## src/rtl/fht_ctrl_pkg.sv

```systemverilog
// Shared constants and FSM encoding for the FHT stage/butterfly sequencer.
// Butterfly latencies describe the fixed pipeline of one fht_but instance.
package fht_ctrl_pkg;

    localparam int N_POINTS = 256;
    localparam int LOG_N    = 8;

    localparam int BUT_LAT_PROD = 1;
    localparam int BUT_LAT_OUT  = 2;
    localparam int BUT_LAT_RW   = BUT_LAT_PROD + BUT_LAT_OUT;

    typedef enum logic [1:0] {
        ST_IDLE  = 2'd0,
        ST_RUN   = 2'd1,
        ST_DRAIN = 2'd2,
        ST_DONE  = 2'd3
    } state_t;

endpackage

```

## src/rtl/fht_ctrl_if.sv

```systemverilog
// Control/address bundle between the FHT sequencer and the RAM/ROM/butterfly datapath.
// The sequencer takes the master side; the host/datapath takes the slave side.
interface fht_ctrl_if #(
    parameter int LOG_N  = 8,
    parameter int A_BIT  = 8,
    parameter int WA_BIT = 7
);
    localparam int ST_BIT = $clog2(LOG_N);

    logic              iSTART;
    logic              oBUSY;
    logic              oDONE;
    logic [ST_BIT-1:0] oSTAGE;
    logic              oBANK;
    logic              oRD_EN_12;
    logic [A_BIT-1:0]  oRD_ADDR_1;
    logic [A_BIT-1:0]  oRD_ADDR_2;
    logic [WA_BIT-1:0] oW_ADDR;
    logic              oRD_EN_0;
    logic [A_BIT-1:0]  oRD_ADDR_0;
    logic              oWR_EN;
    logic [A_BIT-1:0]  oWR_ADDR_0;
    logic [A_BIT-1:0]  oWR_ADDR_1;

    modport master (
        input  iSTART,
        output oBUSY, oDONE, oSTAGE, oBANK,
        output oRD_EN_12, oRD_ADDR_1, oRD_ADDR_2, oW_ADDR,
        output oRD_EN_0, oRD_ADDR_0,
        output oWR_EN, oWR_ADDR_0, oWR_ADDR_1
    );

    modport slave (
        output iSTART,
        input  oBUSY, oDONE, oSTAGE, oBANK,
        input  oRD_EN_12, oRD_ADDR_1, oRD_ADDR_2, oW_ADDR,
        input  oRD_EN_0, oRD_ADDR_0,
        input  oWR_EN, oWR_ADDR_0, oWR_ADDR_1
    );

endinterface

```

## src/rtl/fht_addr_gen.sv

```systemverilog
// Combinational (stage, butterfly) -> data/twiddle address mapping for the in-place radix-2 FHT.
// b*L is formed by clearing the low s bits of k and shifting left once.
module fht_addr_gen #(
    parameter int LOG_N  = 8,
    parameter int A_BIT  = 8,
    parameter int WA_BIT = 7,
    parameter int ST_BIT = $clog2(LOG_N),
    parameter int K_BIT  = LOG_N - 1
) (
    input  logic [ST_BIT-1:0] stage,
    input  logic [K_BIT-1:0]  k,
    output logic [A_BIT-1:0]  addr0,
    output logic [A_BIT-1:0]  addr1,
    output logic [A_BIT-1:0]  addr2,
    output logic [WA_BIT-1:0] w_addr
);
    logic [A_BIT-1:0]  kx;
    logic [A_BIT-1:0]  h;
    logic [A_BIT-1:0]  mask;
    logic [A_BIT-1:0]  j;
    logic [A_BIT-1:0]  base;
    logic [ST_BIT-1:0] sh;

    always_comb begin
        kx     = A_BIT'(k);
        h      = A_BIT'(1) << stage;
        mask   = h - A_BIT'(1);
        j      = kx & mask;
        base   = (kx & ~mask) << 1;
        addr0  = base + j;
        addr1  = base + h + j;
        addr2  = base + h + ((h - j) & mask);
        sh     = ST_BIT'(LOG_N - 1) - stage;
        w_addr = WA_BIT'(j) << sh;
    end

endmodule

```

## src/rtl/fht_ctrl.sv

```systemverilog
// FHT sequencer: walks LOG_N stages of N/2 butterflies and delays addresses/strobes
// to line up with the 3-cycle butterfly pipeline.
//   state | meaning
//   IDLE  | waiting for iSTART, all strobes low
//   RUN   | one butterfly issued per cycle, k = 0..N/2-1
//   DRAIN | no issues; pipeline writes of this stage complete
//   DONE  | single-cycle completion pulse
module fht_ctrl #(
    parameter int N_POINTS = fht_ctrl_pkg::N_POINTS,
    parameter int LOG_N    = fht_ctrl_pkg::LOG_N,
    parameter int A_BIT    = LOG_N,
    parameter int WA_BIT   = LOG_N - 1
) (
    input  logic       iCLK,
    input  logic       iRESET,
    fht_ctrl_if.master bus
);
    import fht_ctrl_pkg::*;

    localparam int ST_BIT = $clog2(LOG_N);
    localparam int K_BIT  = LOG_N - 1;
    localparam int RD_TAP = BUT_LAT_PROD - 1;
    localparam int WR_TAP = BUT_LAT_RW - 1;

    localparam logic [K_BIT-1:0]  K_LAST     = K_BIT'(N_POINTS / 2 - 1);
    localparam logic [ST_BIT-1:0] S_LAST     = ST_BIT'(LOG_N - 1);
    localparam logic [1:0]        DRAIN_LOAD = 2'(BUT_LAT_RW - 1);

    state_t            state, state_nx;
    logic [ST_BIT-1:0] stage;
    logic [K_BIT-1:0]  k;
    logic [1:0]        drain_cnt;

    logic [A_BIT-1:0]  g_a0, g_a1, g_a2;
    logic [WA_BIT-1:0] g_w;
    logic              issue;
    logic [A_BIT-1:0]  iss_a0, iss_a1;

    logic [BUT_LAT_RW-1:0]            en_d;
    logic [BUT_LAT_RW-1:0][A_BIT-1:0] a0_d;
    logic [BUT_LAT_RW-1:0][A_BIT-1:0] a1_d;

    fht_addr_gen #(
        .LOG_N  (LOG_N),
        .A_BIT  (A_BIT),
        .WA_BIT (WA_BIT),
        .ST_BIT (ST_BIT),
        .K_BIT  (K_BIT)
    ) u_addr_gen (
        .stage  (stage),
        .k      (k),
        .addr0  (g_a0),
        .addr1  (g_a1),
        .addr2  (g_a2),
        .w_addr (g_w)
    );

    always_ff @(posedge iCLK) begin
        if (iRESET) state <= ST_IDLE;
        else        state <= state_nx;
    end

    always_comb begin
        state_nx = state;
        unique case (state)
            ST_IDLE:  if (bus.iSTART) state_nx = ST_RUN;
            ST_RUN:   if (k == K_LAST) state_nx = ST_DRAIN;
            ST_DRAIN: if (drain_cnt == '0) state_nx = (stage == S_LAST) ? ST_DONE : ST_RUN;
            ST_DONE:  state_nx = ST_IDLE;
            default:  state_nx = ST_IDLE;
        endcase
    end

    // Stage advances on the last DRAIN cycle so oSTAGE/oBANK hold through the drain.
    always_ff @(posedge iCLK) begin
        if (iRESET) begin
            stage     <= '0;
            k         <= '0;
            drain_cnt <= DRAIN_LOAD;
        end else begin
            case (state)
                ST_RUN: begin
                    k         <= (k == K_LAST) ? '0 : k + 1'b1;
                    drain_cnt <= DRAIN_LOAD;
                end
                ST_DRAIN: begin
                    if (drain_cnt != '0)     drain_cnt <= drain_cnt - 1'b1;
                    else if (stage != S_LAST) stage    <= stage + 1'b1;
                end
                default: begin
                    stage <= '0;
                    k     <= '0;
                end
            endcase
        end
    end

    always_ff @(posedge iCLK) begin
        if (iRESET) begin
            en_d <= '0;
            a0_d <= '0;
            a1_d <= '0;
        end else begin
            en_d <= {en_d[BUT_LAT_RW-2:0], issue};
            a0_d <= {a0_d[BUT_LAT_RW-2:0], iss_a0};
            a1_d <= {a1_d[BUT_LAT_RW-2:0], iss_a1};
        end
    end

    always_comb begin
        issue          = (state == ST_RUN);
        iss_a0         = issue ? g_a0 : '0;
        iss_a1         = issue ? g_a1 : '0;
        bus.oBUSY      = (state != ST_IDLE);
        bus.oDONE      = (state == ST_DONE);
        bus.oSTAGE     = stage;
        bus.oBANK      = stage[0];
        bus.oRD_EN_12  = issue;
        bus.oRD_ADDR_1 = iss_a1;
        bus.oRD_ADDR_2 = issue ? g_a2 : '0;
        bus.oW_ADDR    = issue ? g_w  : '0;
        bus.oRD_EN_0   = en_d[RD_TAP];
        bus.oRD_ADDR_0 = a0_d[RD_TAP];
        bus.oWR_EN     = en_d[WR_TAP];
        bus.oWR_ADDR_0 = a0_d[WR_TAP];
        bus.oWR_ADDR_1 = a1_d[WR_TAP];
    end

endmodule
```

## src/flat_wrapper.sv

```systemverilog
// flat-port wrapper written by rule: the top's interface ports become plain ports
module fht_ctrl_flat import fht_ctrl_pkg::*;
#(
    parameter int N_POINTS = fht_ctrl_pkg::N_POINTS,
    parameter int LOG_N    = fht_ctrl_pkg::LOG_N,
    parameter int A_BIT    = LOG_N,
    parameter int WA_BIT   = LOG_N - 1
)
  (iCLK, iRESET, bus_iSTART, bus_oBUSY, bus_oDONE, bus_oSTAGE, bus_oBANK, bus_oRD_EN_12, bus_oRD_ADDR_1, bus_oRD_ADDR_2, bus_oW_ADDR, bus_oRD_EN_0, bus_oRD_ADDR_0, bus_oWR_EN, bus_oWR_ADDR_0, bus_oWR_ADDR_1);
  fht_ctrl_if #(.LOG_N(LOG_N), .A_BIT(A_BIT), .WA_BIT(WA_BIT)) bus_i ();
  input  logic iCLK;
  input  logic iRESET;
  input wire logic [$bits(bus_i.iSTART)-1:0] bus_iSTART;
  output wire logic [$bits(bus_i.oBUSY)-1:0] bus_oBUSY;
  output wire logic [$bits(bus_i.oDONE)-1:0] bus_oDONE;
  output wire logic [$bits(bus_i.oSTAGE)-1:0] bus_oSTAGE;
  output wire logic [$bits(bus_i.oBANK)-1:0] bus_oBANK;
  output wire logic [$bits(bus_i.oRD_EN_12)-1:0] bus_oRD_EN_12;
  output wire logic [$bits(bus_i.oRD_ADDR_1)-1:0] bus_oRD_ADDR_1;
  output wire logic [$bits(bus_i.oRD_ADDR_2)-1:0] bus_oRD_ADDR_2;
  output wire logic [$bits(bus_i.oW_ADDR)-1:0] bus_oW_ADDR;
  output wire logic [$bits(bus_i.oRD_EN_0)-1:0] bus_oRD_EN_0;
  output wire logic [$bits(bus_i.oRD_ADDR_0)-1:0] bus_oRD_ADDR_0;
  output wire logic [$bits(bus_i.oWR_EN)-1:0] bus_oWR_EN;
  output wire logic [$bits(bus_i.oWR_ADDR_0)-1:0] bus_oWR_ADDR_0;
  output wire logic [$bits(bus_i.oWR_ADDR_1)-1:0] bus_oWR_ADDR_1;
  assign bus_i.iSTART = bus_iSTART;
  assign bus_oBUSY = bus_i.oBUSY;
  assign bus_oDONE = bus_i.oDONE;
  assign bus_oSTAGE = bus_i.oSTAGE;
  assign bus_oBANK = bus_i.oBANK;
  assign bus_oRD_EN_12 = bus_i.oRD_EN_12;
  assign bus_oRD_ADDR_1 = bus_i.oRD_ADDR_1;
  assign bus_oRD_ADDR_2 = bus_i.oRD_ADDR_2;
  assign bus_oW_ADDR = bus_i.oW_ADDR;
  assign bus_oRD_EN_0 = bus_i.oRD_EN_0;
  assign bus_oRD_ADDR_0 = bus_i.oRD_ADDR_0;
  assign bus_oWR_EN = bus_i.oWR_EN;
  assign bus_oWR_ADDR_0 = bus_i.oWR_ADDR_0;
  assign bus_oWR_ADDR_1 = bus_i.oWR_ADDR_1;
  fht_ctrl #(.N_POINTS(N_POINTS), .LOG_N(LOG_N), .A_BIT(A_BIT), .WA_BIT(WA_BIT)) u_core (.iCLK(iCLK), .iRESET(iRESET), .bus(bus_i));
endmodule
```

## config.mk

```make
export PLATFORM = sky130hd
export DESIGN_NAME = fht_ctrl_flat
export DESIGN_NICKNAME = d
export VERILOG_FILES = /design/src/rtl/fht_ctrl_pkg.sv /design/src/rtl/fht_ctrl_if.sv /design/src/rtl/fht_addr_gen.sv /design/src/rtl/fht_ctrl.sv /design/src/flat_wrapper.sv
export SDC_FILE = /design/constraint.sdc
export NUM_CORES = 1
export LEC_CHECK = 0
export ABC_CLOCK_PERIOD_IN_PS = 6900
export CAP_MARGIN = 5
export CELL_PAD_IN_SITES_DETAIL_PLACEMENT = 1
export CELL_PAD_IN_SITES_GLOBAL_PLACEMENT = 1
export CORE_UTILIZATION = 30
export CTS_CLUSTER_SIZE = 24
export DETAILED_ROUTE_END_ITERATION = 8
export PLACE_DENSITY = 0.64
export SETUP_SLACK_MARGIN = 0.1
export SLEW_MARGIN = 15
export SYNTH_ARGS = -nofsm -noshare
export SYNTH_HDL_FRONTEND = slang
export SYNTH_SLANG_ARGS = --single-unit
```

## constraint.sdc

```tcl
create_clock -name iCLK -period 6.9 [get_ports iCLK]
set_input_delay 1.38 -clock iCLK [delete_from_list [all_inputs] [get_ports iCLK]]
set_output_delay 1.38 -clock iCLK [all_outputs]
set_load 0.02 [all_outputs]
```

Word-level counts from Yosys, hierarchy flattened
Index checks and enable logic that the tools add are counted.
Storage, ports and cells
  logic and storage cells: 64
  register bits after elaboration: 65
  input port bits: 3
  output and inout port bits: 56
Cells by class
  reduce and logical (&&, ||, !) cells: 9
  equal/unequal tests: 12
  multiplexer cells: 15
  $add $sub $neg: 10
  bitwise logic cells: 5
  shift operators: 2
Operators with widths (number)
  $add 8x8->8: 4
  $mux 8: 2
  $mux 7: 2
  $pmux 7 s2: 1
  $mux 2: 5
  $and 7x8->8: 1
  $and 8x8->8: 1
  $ne 2x1->1 const B: 4
  $pmux 2 s4: 1
  $shl 1x3->8 const A: 1
  $sub 8x1->8 const B: 1
  $sub 8x8->8: 1
  $add 7x1->7 const B: 1
  $and 7x7->7: 1
  $eq 7x7->1 const B: 1
  $not 7->7: 1
  $shl 7x3->7: 1
  $mux 3: 2
  $pmux 3 s2: 1
  $reduce_and 3->1: 2
  $reduce_bool 2->1: 3
  $eq 2x2->1 const B: 2
  $logic_not 2->1: 2
  $ne 2x2->1 const B: 2
  10 further kinds: 10

Logic depth before layout (Yosys ltp)
Gate-level depths: netlist of run 1.
  depth after elaboration: 7
  gate-level depth with buffers: 22
  depth with buffers taken out: 20

Hierarchy
Synthesis of run 1 repeated with hierarchy kept, for this count alone.
Second synthesis, totals
  cells, all modules: 503
  area total of the unflattened synthesis: 4237.8 µm²
Modules (own cells, without submodules)
  fht_ctrl: area each 2457.4 µm², sequential area each 1301.2 µm², cells an instance 245, times used 1
  fht_addr_gen: area each 1780.5 µm², sequential area each 0.0 µm², cells an instance 258, times used 1

Worst setup path after synthesis of run 1
Ideal clock, no wire load.
  path kind: reg-to-output
  start: register u_core.stage[1], in the netlist u_core.bus.oSTAGE[1]
  end: output port bus_oRD_ADDR_2[7]
  setup slack: 1.084 ns
  data required time: 5.520 ns
  path buffers: 2
  stages on the path, launching flop included: 22
  data arrival time: 4.436 ns
  path through: dfxtp_1 > buf_6 > clkbuf_1 > inv_1 > ha_1 > nand2b_1 > nand2_1 > ha_1 > or3_1 > a32oi_1 > o221a_2 > or4b_1 > o311ai_1 > mux2_1 > nor2_1 > ha_1 > nor2_1 > nor2_1 > o41ai_1 > xnor2_1 > xor2_1 > nor2_1
Between the ends
  word-level cells in the longest chain between the ends: 7
  elaborated cells on any way between the ends: 10
  those cells by class: add/sub: 4; shift: 1; mux: 1; bitwise: 4
Ends and longest elaborated chain
  start: declaration: RTL line fht_ctrl.sv:30  | logic [ST_BIT-1:0] stage;
  start signal: assignment: RTL line fht_ctrl.sv:88  | else if (stage != S_LAST) stage <= stage + 1'b1;
  $shl 1x3->8 *: RTL line fht_addr_gen.sv:26  | h = A_BIT'(1) << stage;
  $sub 8x1->8: RTL line fht_addr_gen.sv:27  | mask = h - A_BIT'(1);
  $and 7x8->8 / $not 7->7 (equally long branches): RTL line fht_addr_gen.sv:28, fht_addr_gen.sv:29
  $sub 8x8->8 / $and 7x7->7 (equally long branches): RTL line fht_addr_gen.sv:32, fht_addr_gen.sv:29
  $and 8x8->8 / $add 8x8->8 (equally long branches): RTL line fht_addr_gen.sv:32  | addr2 = base + h + ((h - j) & mask);
  $add 8x8->8 *: RTL line fht_addr_gen.sv:32
  $mux 8 *: RTL line fht_ctrl.sv:120  | bus.oRD_ADDR_2 = issue ? g_a2 : '0;
  end: declaration: RTL line flat_wrapper.sv:20  | output wire logic [$bits(bus_i.oRD_ADDR_2)-1:0] bus_oRD_ADDR_2;
Mark *: on every way between the ends. The rest lies on a longest branch, timed or not.

Final worst setup path of run 1
  start: register u_core.stage[0], in the netlist u_core.bus.oSTAGE[0]
  end: output port bus_oRD_ADDR_2[7]
The elaborated chain is that of the path after synthesis.

==> flow_metrics.py, run 1 <==
metrics = {
    "global_route": {
        "grt_pass1_wl_um": 18260,
        "grt_max_degree": 55,
        "grt_antenna_before_repair": 0,
        "grt_overflow_total": 0,
        "grt_pass1_vias": 3553,
        "track_usage_pct": 16.62,
    },
    "clock_network": {
        "clk_pin_slew_worst_paths_ps": 60,
        "htree_levels": 3,
        "cts_setup_buffers": 0,
        "worstSkewPairLatency_ps": 330,
        "hold_buffers": 0,
        "clock_path_buffers": 2,
        "cts_made_buffers": 9,
        "cts.repair.resized": 0,
        "clockRootBuffer": "clkbuf_16",
        "cts_tree": "yes",
        "clkSinkCount": 65,
    },
    "power_and_ir_drop": {
        "p_per_area_mw_per_mm2": 201.1,
        "total_power_mw": 0.9937,
        "power_leakage_nw": 2.054,
        "vdd_drop_max_mv": 0.1163,
    },
    "place": {
        "portBuffers": 58,
        "dp_slack_ps": 745.1,
        "dp_hpwl_um": 8608,
        "place_area_sq_mm": 0.004613,
        "place.gp.congestion": 0.8525,
        "placed_cells_incl_taps": 692,
    },
    "setup_path": {
        "regToRegSetupSlack_ps": 2810,
        "crit_path_end_kind": "output pin",
        "r2r_end": "u_core.a1_d[6]$_SDFF_PP0_",
        "required_ps": 5520,
        "reg2reg_depth": 13,
        "start_kind": "flip-flop",
        "path_class": "flip-flop to output pin",
        "critPathMaxFanout": 8,
        "timing.rr.start": "u_core.bus.oSTAGE[1]$_SDFFE_PP0P_",
        "crit_arrival_ps": 5140,
    },
    "route": {
        "via_per_inst": 4.823,
        "wl_per_cell_um": 15.81,
        "dr.pass1.iters": 4,
        "drc": 0,
        "num_vias": 3415,
        "wl_um": 11200,
        "ant_nets": 0,
        "drtIter0Drc": 166,
    },
    "cells_and_area": {
        "layout_common_cells": "dfxtp_1, nor2_1, clkdlybuf4s50_1, nor2b_1, a21oi_1",
        "multi_input_area_sq_mm": 0.002384,
        "finish.utilization_pct": 37.32,
        "drive_gt1_share_pct": 5.827,
        "register_area_sq_mm": 0.001303,
        "final_common_cell": "dfxtp_1",
        "fin_cells": 708,
        "num_antenna_cells": 0,
        "fin_nets": 569,
        "nFillCells": 1587,
        "final_area_sq_mm": 0.004942,
        "area_growth_syn_to_layout_pct": 21.69,
    },
    "hold_path": {
        "holdPathStages": 1,
        "hold_start": "u_core.en_d[1]$_SDFF_PP0_",
        "whs_endpoint": "u_core.en_d[2]$_SDFF_PP0_",
        "hold_path_class": "flip-flop to flip-flop",
    },
    "outcome": {
        "outcome": "finished clean",
    },
    "floorplanning": {
        "row_count": 42,
        "die_w_um": 118.4,
        "die-area_sq_mm": 0.01401,
        "io_pins": 59,
        "die_h_um": 118.4,
        "start_util_pct": 30.67,
        "core_area_sq_mm": 0.01324,
    },
    "sta": {
        "drv_slew": 0,
        "hold_violations": 0,
        "finalSetupViolations": 0,
        "final.setup.tns_ps": 0,
        "tightestPinTransition_ps": 664.6,
        "setup_ws_ps": 378.6,
        "finalCritPeriodShare_pct": 94.51,
        "fmax_ghz": 0.1533,
        "clock_skew_ps": 13.62,
        "worst_hold_slack_ps": 427.9,
        "finalCriticalPeriod_ps": 6521,
        "slew_headroom_pct": 55.23,
        "rsz0062_at_grt": "false",
    },
    "synth": {
        "async_reset_ff_share_pct": 0,
        "synth_area_leader_cell": "dfxtp_1",
        "avgSynthCellArea_sq_um": 8.123,
        "seq_area_frac_synth_pct": 32.04,
        "yosysTopAreaCellShare_pct": 32.04,
        "ys_seq_elements": 65,
        "synthCells": 500,
        "synthesis.area_sq_mm": 0.004061,
        "synth_cell_types": 53,
        "synth_area_leaders": "dfxtp_1, ha_1, nor2b_1",
        "yosys_warnings": 0,
        "synth_flop_cell": "dfxtp_1",
        "synth_edf_count": 0,
    },
    "job": {
        "max_cap_violations": 0,
    },
}
critical path, cell delays in order (launching register included):
cell and delay (ps):
dfxtp_1 350, inv_1 130, ha_1 330, nand2b_1 180
nand2_1 130, ha_1 280, or3_1 310, a32oi_1 260
o221a_2 250, or4b_1 460, o311ai_1 120, mux2_1 370
nor2_1 130, ha_1 220, nor3_1 70, nor2_1 120
o41ai_1 100, xnor2_1 140, xor2_1 150, nor2_1 90
clkdlybuf4s50_1 600
cell families (layout without fill, tap and decap cells):
logic type / Yosys count / count (layout) / share of synthesized area (%)
buffers and inverters: 74 / 105 / 9.427
flip-flops: 65 / 65 / 32.04
adder cells (fa/ha/maj): 40 / 40 / 12.82
XOR/XNOR: 28 / 28 / 6.038
multiplexers: 5 / 5 / 1.386
AO/OA/AOI/OAI: 96 / 96 / 14.20
other: 1 / 2 / 0.09233
AND/OR/NAND/NOR: 191 / 191 / 24.00
synth_stat cells (2+ instances only):
master and instances:
nor3_1 12, fa_1 3, dfxtp_1 65, buf_4 26, o22ai_1 3, nand3_1 6
or2_1 2, nand4_1 2, o21a_1 2, ha_1 36, clkbuf_1 20, o21ai_0 18
xor2_1 12, or2_2 2, nand2_1 25, nor2b_1 47, nor3b_1 2, and2_1 9
a22oi_1 3, or3_1 4, a21oi_1 39, mux2_2 4, nor2_1 60, xnor2_1 16
nand2b_1 11, o211ai_1 2, a31oi_1 3, and3_1 5, inv_1 25, a211oi_1 5
o21ai_1 3, a21o_1 7
how the worst max path moves through the flow:
stage,endpoint,cells after the start,start
2_1_floorplan,bus_oRD_ADDR_2[7],21,u_core.bus.oSTAGE[1]$_SDFFE_PP0P_
3_3_place_gp,bus_oRD_ADDR_2[7],20,u_core.bus.oSTAGE[0]$_SDFFE_PP0P_
3_5_place_dp,bus_oRD_ADDR_2[7],21,u_core.bus.oSTAGE[0]$_SDFFE_PP0P_
4_1_cts,bus_oRD_ADDR_2[7],21,u_core.bus.oSTAGE[0]$_SDFFE_PP0P_
5_1_grt,bus_oRD_ADDR_2[7],20,u_core.bus.oSTAGE[0]$_SDFFE_PP0P_
6_report,bus_oRD_ADDR_2[7],20,u_core.bus.oSTAGE[0]$_SDFFE_PP0P_
state kept, by name, indices dropped and copies added (netlist names):
name                   cells
u_core.state               2
u_core.bus.oWR_ADDR_1      8
u_core.k                   7
u_core.a0_d                8
u_core.en_d                3
u_core.drain_cnt           2
u_core.bus.oRD_ADDR_0      8
u_core.bus.oSTAGE          3
u_core.bus.oWR_ADDR_0      8
u_core.a1_d               16
final cells by class:
class	count	area share (%)
well taps	176	4.456
clock inverters	7	2.025
repair buffers	63	12.41
inverters	26	1.975
flip-flops and latches	65	26.35
multi-input cells	362	48.23
clock buffers	9	4.557
per-layer routing:
layer / wire length, um / global-route usage [%] / vias up
li1: - / - / 1700
met2: 5542 / 28.60 / 60
met1: 5152 / 20.52 / 1637
met4: 231 / 6.651 / 0
met5: 0 / 0 / -
met3: 271 / 2.751 / 18
report_power, final:
group	internal [mW]	switching, mW	total (mW)
Combinational	0.0387	0.0665	0.105
Clock	0.320	0.179	0.499
Sequential	0.382	0.00760	0.390
(Power assumes the default switching activity.)
==> run 2: changes to the inputs <==
--- a/config.mk
+++ b/config.mk
@@ -9,10 +9,11 @@
 export CAP_MARGIN = 5
 export CELL_PAD_IN_SITES_DETAIL_PLACEMENT = 1
 export CELL_PAD_IN_SITES_GLOBAL_PLACEMENT = 1
-export CORE_UTILIZATION = 30
+export CORE_UTILIZATION = 48
 export CTS_CLUSTER_SIZE = 24
 export DETAILED_ROUTE_END_ITERATION = 8
-export PLACE_DENSITY = 0.64
+export DONT_BUFFER_PORTS = 1
+export PLACE_DENSITY = 0.83
 export SETUP_SLACK_MARGIN = 0.1
 export SLEW_MARGIN = 15
 export SYNTH_ARGS = -nofsm -noshare
==> flow_metrics.py, run 2 (same netlist as run 1, synthesis figures left out) <==
metrics = {
    "clock_network": {
        "htree_levels": 3,
        "cts.repair.resized": 0,
        "hold_buffers": 0,
        "cts_tree": "yes",
        "clockRootBuffer": "clkbuf_8",
        "clk_pin_slew_worst_paths_ps": 80,
        "cts_setup_buffers": 0,
        "clock_path_buffers": 2,
        "cts_made_buffers": 9,
        "worstSkewPairLatency_ps": 340,
        "clkSinkCount": 65,
    },
    "route": {
        "wl_per_cell_um": 17.94,
        "drc": 0,
        "drtIter0Drc": 196,
        "wl_um": 10390,
        "via_per_inst": 5.577,
        "ant_nets": 0,
        "dr.pass1.iters": 5,
        "num_vias": 3229,
    },
    "global_route": {
        "grt_pass1_wl_um": 16680,
        "grt_overflow_total": 0,
        "grt_antenna_before_repair": 0,
        "track_usage_pct": 24.89,
        "grt_pass1_vias": 3277,
        "grt_max_degree": 55,
    },
    "hold_path": {
        "hold_path_class": "flip-flop to flip-flop",
        "whs_endpoint": "u_core.a1_d[9]$_SDFF_PP0_",
        "hold_start": "u_core.a1_d[1]$_SDFF_PP0_",
        "holdPathStages": 1,
    },
    "setup_path": {
        "critPathMaxFanout": 15,
        "r2r_end": "u_core.a1_d[5]$_SDFF_PP0_",
        "timing.rr.start": "u_core.bus.oSTAGE[0]$_SDFFE_PP0P_",
        "crit_path_end_kind": "output pin",
        "path_class": "flip-flop to output pin",
        "reg2reg_depth": 13,
        "regToRegSetupSlack_ps": 2850,
        "cp-startpoint": "u_core.bus.oSTAGE[0]$_SDFFE_PP0P_",
        "start_kind": "flip-flop",
        "crit_arrival_ps": 5020,
        "required_ps": 5520,
    },
    "cells_and_area": {
        "final_common_cell": "dfxtp_1",
        "nFillCells": 980,
        "drive_gt1_share_pct": 5.907,
        "largest_reg_flops": 16,
        "fin_cells": 579,
        "fin_nets": 511,
        "regMostFlops": "u_core.a1_d",
        "area_growth_syn_to_layout_pct": 2.834,
        "layout_common_cells": "dfxtp_1, nor2_1, nor2b_1, a21oi_1, ha_1",
        "num_antenna_cells": 0,
    },
    "power_and_ir_drop": {
        "power_leakage_nw": 1.807,
        "p_per_area_mw_per_mm2": 200.7,
        "vdd_drop_max_mv": 0.07997,
    },
    "floorplanning": {
        "io_pins": 59,
        "row_count": 33,
        "start_util_pct": 49.43,
        "die-area_sq_mm": 0.008833,
        "die_w_um": 93.99,
        "die_h_um": 93.99,
        "core_area_sq_mm": 0.008217,
    },
    "sta": {
        "slew_headroom_pct": 47.91,
        "clock_skew_ps": 10.48,
        "finalCriticalPeriod_ps": 6398,
        "hold_violations": 0,
        "fmax_ghz": 0.1563,
        "finalSetupViolations": 0,
        "drv_slew": 0,
        "final.setup.tns_ps": 0,
        "finalCritPeriodShare_pct": 92.72,
        "tightestPinTransition_ps": 778.5,
        "setup_ws_ps": 502.3,
        "rsz0062_at_grt": "false",
    },
    "place": {
        "portBuffers": 0,
        "place.gp.congestion": 0.8944,
        "placed_cells_incl_taps": 563,
        "dp_slack_ps": 893.5,
        "dp_hpwl_um": 7836,
    },
    "outcome": {
        "outcome": "finished clean",
    },
    "job": {
        "max_cap_violations": 0,
    },
}
## run 2: worst max path at each step
stage	cells after the start	slack [ps]	to
3_3_place_gp	20	1130	bus_oRD_ADDR_2[7]
2_1_floorplan	21	1080	bus_oRD_ADDR_2[7]
6_report	20	500	bus_oRD_ADDR_2[7]
4_1_cts	20	500	bus_oRD_ADDR_2[7]
5_1_grt	20	110	bus_oRD_ADDR_2[7]
3_5_place_dp	20	890	bus_oRD_ADDR_2[7]
## run 2: metrics by stage
step	hold WS [ps]	cell area, sq um	total power, mW	utilization [%]
after floorplan	413.8	4065	0.4670	-
after global placement	415.8	3949	0.4763	48.06
after detailed placement	426.2	3949	0.4811	48.06
after CTS	443.3	4177	0.8434	50.83
after global routing	453.0	4177	0.8735	50.83
final	439.9	4177	0.8381	50.83
## run 2: worst max-delay path, cell delays in order (launching register included)
cell and delay (ps):
dfxtp_1 350, buf_4 280, inv_1 160, ha_1 340
nand2b_1 180, nand2_1 130, ha_1 270, or3_1 310
a32oi_1 240, o221a_2 250, or4b_1 460, o311ai_1 110
mux2_1 360, nor2_1 110, ha_1 270, nor2_1 120
nor2_1 50, o41ai_1 90, xnor2_1 130, xor2_1 160
nor2_1 310
## run 2: routing by layer
metal	GRT usage, %	up-vias	routed length, um
li1	-	1584	-
met1	30.46	1514	4531
met2	41.36	108	4920
met3	5.421	23	612
met4	11.54	0	323
met5	0	-	0
## run 2: power breakdown
group | leakage [nW] | switching [mW] | internal (mW)
combinational | 1.17 | 0.0577 | 0.0245
sequential | 0.525 | 0.00873 | 0.382
clock | 0.113 | 0.151 | 0.214
total | 1.81 | 0.217 | 0.621
## run 2: cell type report
type	count	area, sq um	area share [%]
clock buffers	10	137.6	3.295
clock inverters	6	90.09	2.157
inverters	26	97.59	2.337
multi-input cells	362	2381	57.01
flip-flops and latches	65	1301	31.16
well taps	105	131.4	3.146
repair buffers	5	37.54	0.8987
==> run 3: changes to the inputs <==
--- a/config.mk
+++ b/config.mk
@@ -5,15 +5,15 @@
 export SDC_FILE = /design/constraint.sdc
 export NUM_CORES = 1
 export LEC_CHECK = 0
-export ABC_CLOCK_PERIOD_IN_PS = 6900
+export ABC_CLOCK_PERIOD_IN_PS = 7400
 export CAP_MARGIN = 5
 export CELL_PAD_IN_SITES_DETAIL_PLACEMENT = 1
 export CELL_PAD_IN_SITES_GLOBAL_PLACEMENT = 1
-export CORE_UTILIZATION = 48
+export CORE_UTILIZATION = 51
 export CTS_CLUSTER_SIZE = 24
 export DETAILED_ROUTE_END_ITERATION = 8
 export DONT_BUFFER_PORTS = 1
-export PLACE_DENSITY = 0.83
+export PLACE_DENSITY = 0.87
 export SETUP_SLACK_MARGIN = 0.1
 export SLEW_MARGIN = 15
 export SYNTH_ARGS = -nofsm -noshare
==> constraint.sdc (replaced) <==
create_clock -name iCLK -period 7.4 [get_ports iCLK]
set_input_delay 1.48 -clock iCLK [delete_from_list [all_inputs] [get_ports iCLK]]
set_output_delay 1.48 -clock iCLK [all_outputs]
set_load 0.02 [all_outputs]
==> flow_metrics.py, run 3 (same netlist as run 1, synthesis figures left out) <==
metrics = {
    "outcome": {
        "outcome": "finished clean",
    },
    "floorplanning": {
        "row_count": 32,
        "die_h_um": 91.24,
        "core_area_sq_mm": 0.007727,
        "die_w_um": 91.24,
        "io_pins": 59,
        "start_util_pct": 52.56,
        "die-area_sq_mm": 0.008325,
    },
    "sta": {
        "slew_headroom_pct": 48.00,
        "tightestPinTransition_ps": 777.2,
        "rsz0062_at_grt": "false",
        "drv_slew": 0,
        "hold_violations": 0,
        "finalCritPeriodShare_pct": 88.47,
        "clock_skew_ps": 10.94,
        "setup_ws_ps": 853.1,
        "fmax_ghz": 0.1527,
        "final.setup.tns_ps": 0,
        "worst_hold_slack_ps": 434.8,
        "finalCriticalPeriod_ps": 6547,
        "finalSetupViolations": 0,
    },
    "global_route": {
        "grt_pass1_wl_um": 18110,
        "grt_max_degree": 55,
        "grt_antenna_before_repair": 0,
        "grt_pass1_vias": 3529,
        "track_usage_pct": 28.06,
        "grt_overflow_total": 0,
    },
    "clock_network": {
        "cts_tree": "yes",
        "clockRootBuffer": "clkbuf_8",
        "htree_levels": 3,
        "cts_setup_buffers": 0,
        "clock_path_buffers": 2,
        "clkSinkCount": 65,
        "worstSkewPairLatency_ps": 340,
        "hold_buffers": 0,
        "cts_made_buffers": 9,
        "cts.repair.resized": 0,
        "clk_pin_slew_worst_paths_ps": 80,
    },
    "cells_and_area": {
        "drive_gt1_share_pct": 5.708,
        "final_common_cell": "dfxtp_1",
        "area_growth_syn_to_layout_pct": 2.588,
        "layout_common_cells": "dfxtp_1, nor2_1, nor2b_1, a21oi_1, ha_1",
        "finish.utilization_pct": 53.92,
        "regMostFlops": "u_core.a1_d",
        "largest_reg_flops": 16,
        "fin_nets": 510,
        "num_antenna_cells": 0,
    },
    "route": {
        "dr.pass1.iters": 4,
        "wl_per_cell_um": 19.89,
        "ant_nets": 0,
        "via_per_inst": 5.736,
        "drtIter0Drc": 164,
        "wl_um": 11440,
        "num_vias": 3298,
        "drc": 0,
    },
    "place": {
        "place.gp.congestion": 0.8982,
        "dp_slack_ps": 1249,
        "portBuffers": 0,
        "dp_hpwl_um": 8196,
    },
    "power_and_ir_drop": {
        "vdd_drop_max_mv": 0.08730,
        "p_sw_share_pct": 26.18,
        "pwr-share-seq_pct": 46.4,
        "p_sw_mw": 0.2054,
        "p_per_area_mw_per_mm2": 188.3,
        "power_leakage_nw": 1.806,
        "p_clk_share_pct": 43.5,
        "p_int_mw": 0.5792,
        "p_comb_share_pct": 10.1,
    },
    "setup_path": {
        "reg2reg_depth": 12,
        "path_class": "flip-flop to output pin",
        "timing.rr.start": "u_core.bus.oSTAGE[1]$_SDFFE_PP0P_",
        "crit_arrival_ps": 5070,
        "required_ps": 5920,
        "regToRegSetupSlack_ps": 3240,
        "r2r_end": "u_core.a1_d[5]$_SDFF_PP0_",
        "critPathMaxFanout": 29,
        "crit_path_end_kind": "output pin",
        "start_kind": "flip-flop",
    },
    "hold_path": {
        "whs_endpoint": "u_core.bus.oWR_ADDR_0[4]$_SDFF_PP0_",
        "hold_start": "u_core.a0_d[12]$_SDFF_PP0_",
        "holdPathStages": 1,
        "hold_path_class": "flip-flop to flip-flop",
    },
    "job": {
        "max_cap_violations": 0,
    },
}
run 3: changes by cell type in the layout (fill, tap and decap cells not counted), sizes merged:
cell | previous run | this run
buf | 5 | 4
inv | 26 | 25
clkinvlp | 1 | 0
clkinv | 3 | 5
run 3: worst max path at each step:
stage	startpoint	endpoint	cells past startpoint	slack, ps
2_1_floorplan	u_core.bus.oSTAGE[1]$_SDFFE_PP0P_	bus_oRD_ADDR_2[7]	21	1480
3_3_place_gp	u_core.bus.oSTAGE[1]$_SDFFE_PP0P_	bus_oRD_ADDR_2[7]	20	1490
3_5_place_dp	u_core.bus.oSTAGE[1]$_SDFFE_PP0P_	bus_oRD_ADDR_2[7]	20	1250
4_1_cts	u_core.bus.oSTAGE[1]$_SDFFE_PP0P_	bus_oRD_ADDR_2[7]	20	860
5_1_grt	u_core.bus.oSTAGE[1]$_SDFFE_PP0P_	bus_oRD_ADDR_2[7]	20	560
6_report	u_core.bus.oSTAGE[1]$_SDFFE_PP0P_	bus_oRD_ADDR_2[7]	20	850
run 3: stage by stage:
stage / instance area (sq um) / std cells / power (mW)
global route: 4167 / 575 / 0.8100
global placement: 3938 / 559 / 0.4439
finish: 4167 / 575 / 0.7846
floorplan: 4065 / 501 / 0.4355
detailed placement: 3938 / 559 / 0.4484
CTS: 4167 / 575 / 0.7877
run 3: worst max-delay path: stages, from the launching register on:
cell	delay, ps
dfxtp_1	310
buf_4	310
inv_1	190
ha_1	330
nand2b_1	180
nand2_1	120
ha_1	270
or3_1	310
a32oi_1	260
o221a_2	260
or4b_1	460
o311ai_1	130
mux2_1	350
nor2_1	120
ha_1	270
nor2_1	110
nor2_1	50
o41ai_1	80
xnor2_1	140
xor2_1	160
nor2_1	310
run 3: power groups by stage:
| stage | Combinational [mW] | Clock [mW] | Sequential, mW |
|---|---|---|---|
| after detailed placement | 0.0765 | 0 | 0.372 |
| final | 0.0792 | 0.341 | 0.364 |
| after global routing | 0.0871 | 0.358 | 0.365 |
| after global placement | 0.0725 | 0 | 0.371 |
| after floorplan | 0.0671 | 0 | 0.368 |
| after CTS | 0.0787 | 0.345 | 0.364 |
run 3: area by class of cell:
class                   instances  area, sq um
clock buffers                  10        137.6
fillers                       941         3561
inverters                      26        97.59
well taps                     102        127.6
repair buffers                  4        30.03
clock inverters                 6        91.34
multi-input cells             362         2381
flip-flops and latches         65         1301
run 3: routing by layer:
| metal | global-route usage, % | share of wire [%] | up-vias |
|---|---|---|---|
| met1 | 31.16 | 41 | 1601 |
| li1 | - | - | 1580 |
| met2 | 52.21 | 53 | 90 |
| met5 | 0 | 0 | - |
| met4 | 11.77 | 2.6 | 0 |
| met3 | 4.941 | 4.0 | 27 |
==> edit, RTL diff (settings of run 2) <==
`BUT_LAT_PROD`: 1 -> 2.
--- a/src/rtl/fht_ctrl_pkg.sv
+++ b/src/rtl/fht_ctrl_pkg.sv
@@ -7,3 +7,3 @@
 
-    localparam int BUT_LAT_PROD = 1;
+    localparam int BUT_LAT_PROD = 2;
     localparam int BUT_LAT_OUT  = 2;
Function: changed (Yosys sat finds a counterexample within 4 cycles, from zero or initial values and one cycle with iRESET high).
==> edit against run 2 <==
Worst setup slack better by 0.24 ns; wire length is 2.6% higher; clock skew is 0.0011 ns higher; power is 5.9% higher; worst hold slack better by 0.0015 ns; sequential cell count is 17 higher; cell area is 11% higher; final cell count is 6.6% higher; synthesized area is 12% higher; register-to-register slack better by 0.35 ns; largest power group unchanged.
==> edit: results (changes against run 2) <==
combinational cell power 0.0706 mW (-14%); Post-DP HPWL 8.12 mm (+3.7%); Iter 0 DRT Violations 127 (-35%); placed cell area 4420 sq um (+12%); Syn Area/Cell 8.48 sq um (+4.4%); nets 543 (+6.3%); layout cells sized above 1 5.93% (+0.022 points); DP Cell Count 601 (+6.7%); critical path arrival 4.78 ns (-0.24 ns); dominant cells by area after synthesis dfxtp_1 36%, ha_1 9.9%, nor2b_1 8.9%; met2 Use GR 39.3% (-2.0 points); Place WS 1.15 ns (+0.252 ns); Leak 1.96 nW (+8.3%); Synth top cells by count 82 x dfxtp_1, 65 x nor2b_1, 51 x nor2_1, 36 x ha_1, 34 x a21oi_1; initial antenna violation count 0 (unchanged); first-pass GRT wire length 17.4 mm (+4.2%); Initial DRT Pass Iterations 4 (-1); RePlAce Congestion 0.902 (+0.87%); Final Skew 0.0116 ns (+0.00110 ns); vias post-DR 3392 (+5.0%); sequential share of the synthesized area 36.0% (+4.0 points); sw frac 27.7% (+1.8 points); outcome finished clean; internal power 0.642 mW (+3.3%); # H-tree levels 3 (unchanged); GR met1 Demand/Resource 27.7% (-2.7 points); number of CTS-inserted buffers 9 (unchanged); largest net degree at the start of global routing 72 (+31%); final worst path period need 6.16 ns (-0.238 ns); clock-pin slew on the worst setup and hold paths 0.10 ns (+0.02 ns); Total Wirelength 10.7 mm (+2.6%); GR Layer Usage met3 4.01% (-1.4 points); Max VDD drop 0.139 mV (+73%); Max Fanout on Critical Path 9 (-6); Finished Layout Cells 617 (+6.6%); vias in the first global route 3491 (+6.5%); GRT Total Usage 22.7% (-2.2 points); Slew HR 39.4% (-8.5 points); seq pwr 0.486 mW (+24%)
==> edit: cell count changes after synthesis, moves of 5 or more <==
cell,delta
nor2b_1,+18
dfxtp_1,+17
o21ai_0,+10
nor2_1,-9
inv_1,+8
nand2b_1,-6
a21oi_1,-5
nor3_1,+5
xor2_1,-5
==> edit: layout make-up <==
class / count / area (sq um)
clock inverters: 7 / 73.8
repair buffers: 4 / 30.0
fillers: 1086 / 4580
clock buffers: 9 / 124
well taps: 111 / 139
inverters: 33 / 124
flip-flops and latches: 82 / 1640
multi-input cells: 371 / 2490
==> edit: critical path, stage by stage (launching register included) <==
cell and delay, ns:
dfxtp_1 0.43, inv_1 0.14, ha_1 0.35, nand2b_1 0.23
nand2_1 0.15, ha_1 0.25, a21oi_1 0.25, o21ai_0 0.18
a21oi_1 0.31, o21a_1 0.15, o211ai_1 0.10, ha_1 0.22
or3_1 0.37, o211ai_1 0.10, xnor3_1 0.27, or4_1 0.53
a21oi_1 0.38
==> edit: cells by family after synthesis <==
group	synth area share (%)
AND/OR/NAND/NOR	23.3
multiplexers	1.46
buffers and inverters	9.45
other	0.0823
XOR/XNOR	5.25
AO/OA/AOI/OAI	13.0
flip-flops	36.0
adder cells (fa/ha/maj)	11.4
==> edit: worst paths after layout <==
kind | startpoint | to | slack (ns) | cells after the start
hold / removal | u_core.a1_d[15] | u_core.a1_d[23] | 0.44 | 1
setup / recovery | u_core.bus.oSTAGE[1] | bus_oRD_ADDR_2[7] | 0.74 | 16
setup reg to reg | u_core.bus.oSTAGE[2] | u_core.a1_d[4] | 3.20 | 11
hold reg to reg | u_core.a1_d[15] | u_core.a1_d[23] | 0.44 | 1
==> edit: layer usage <==
metal  vias to the layer above  routed length, um
met5                         -                  0
met1                      1614               4640
met4                         0                292
met3                        19                409
met2                        84               5320
li1                       1675                  -
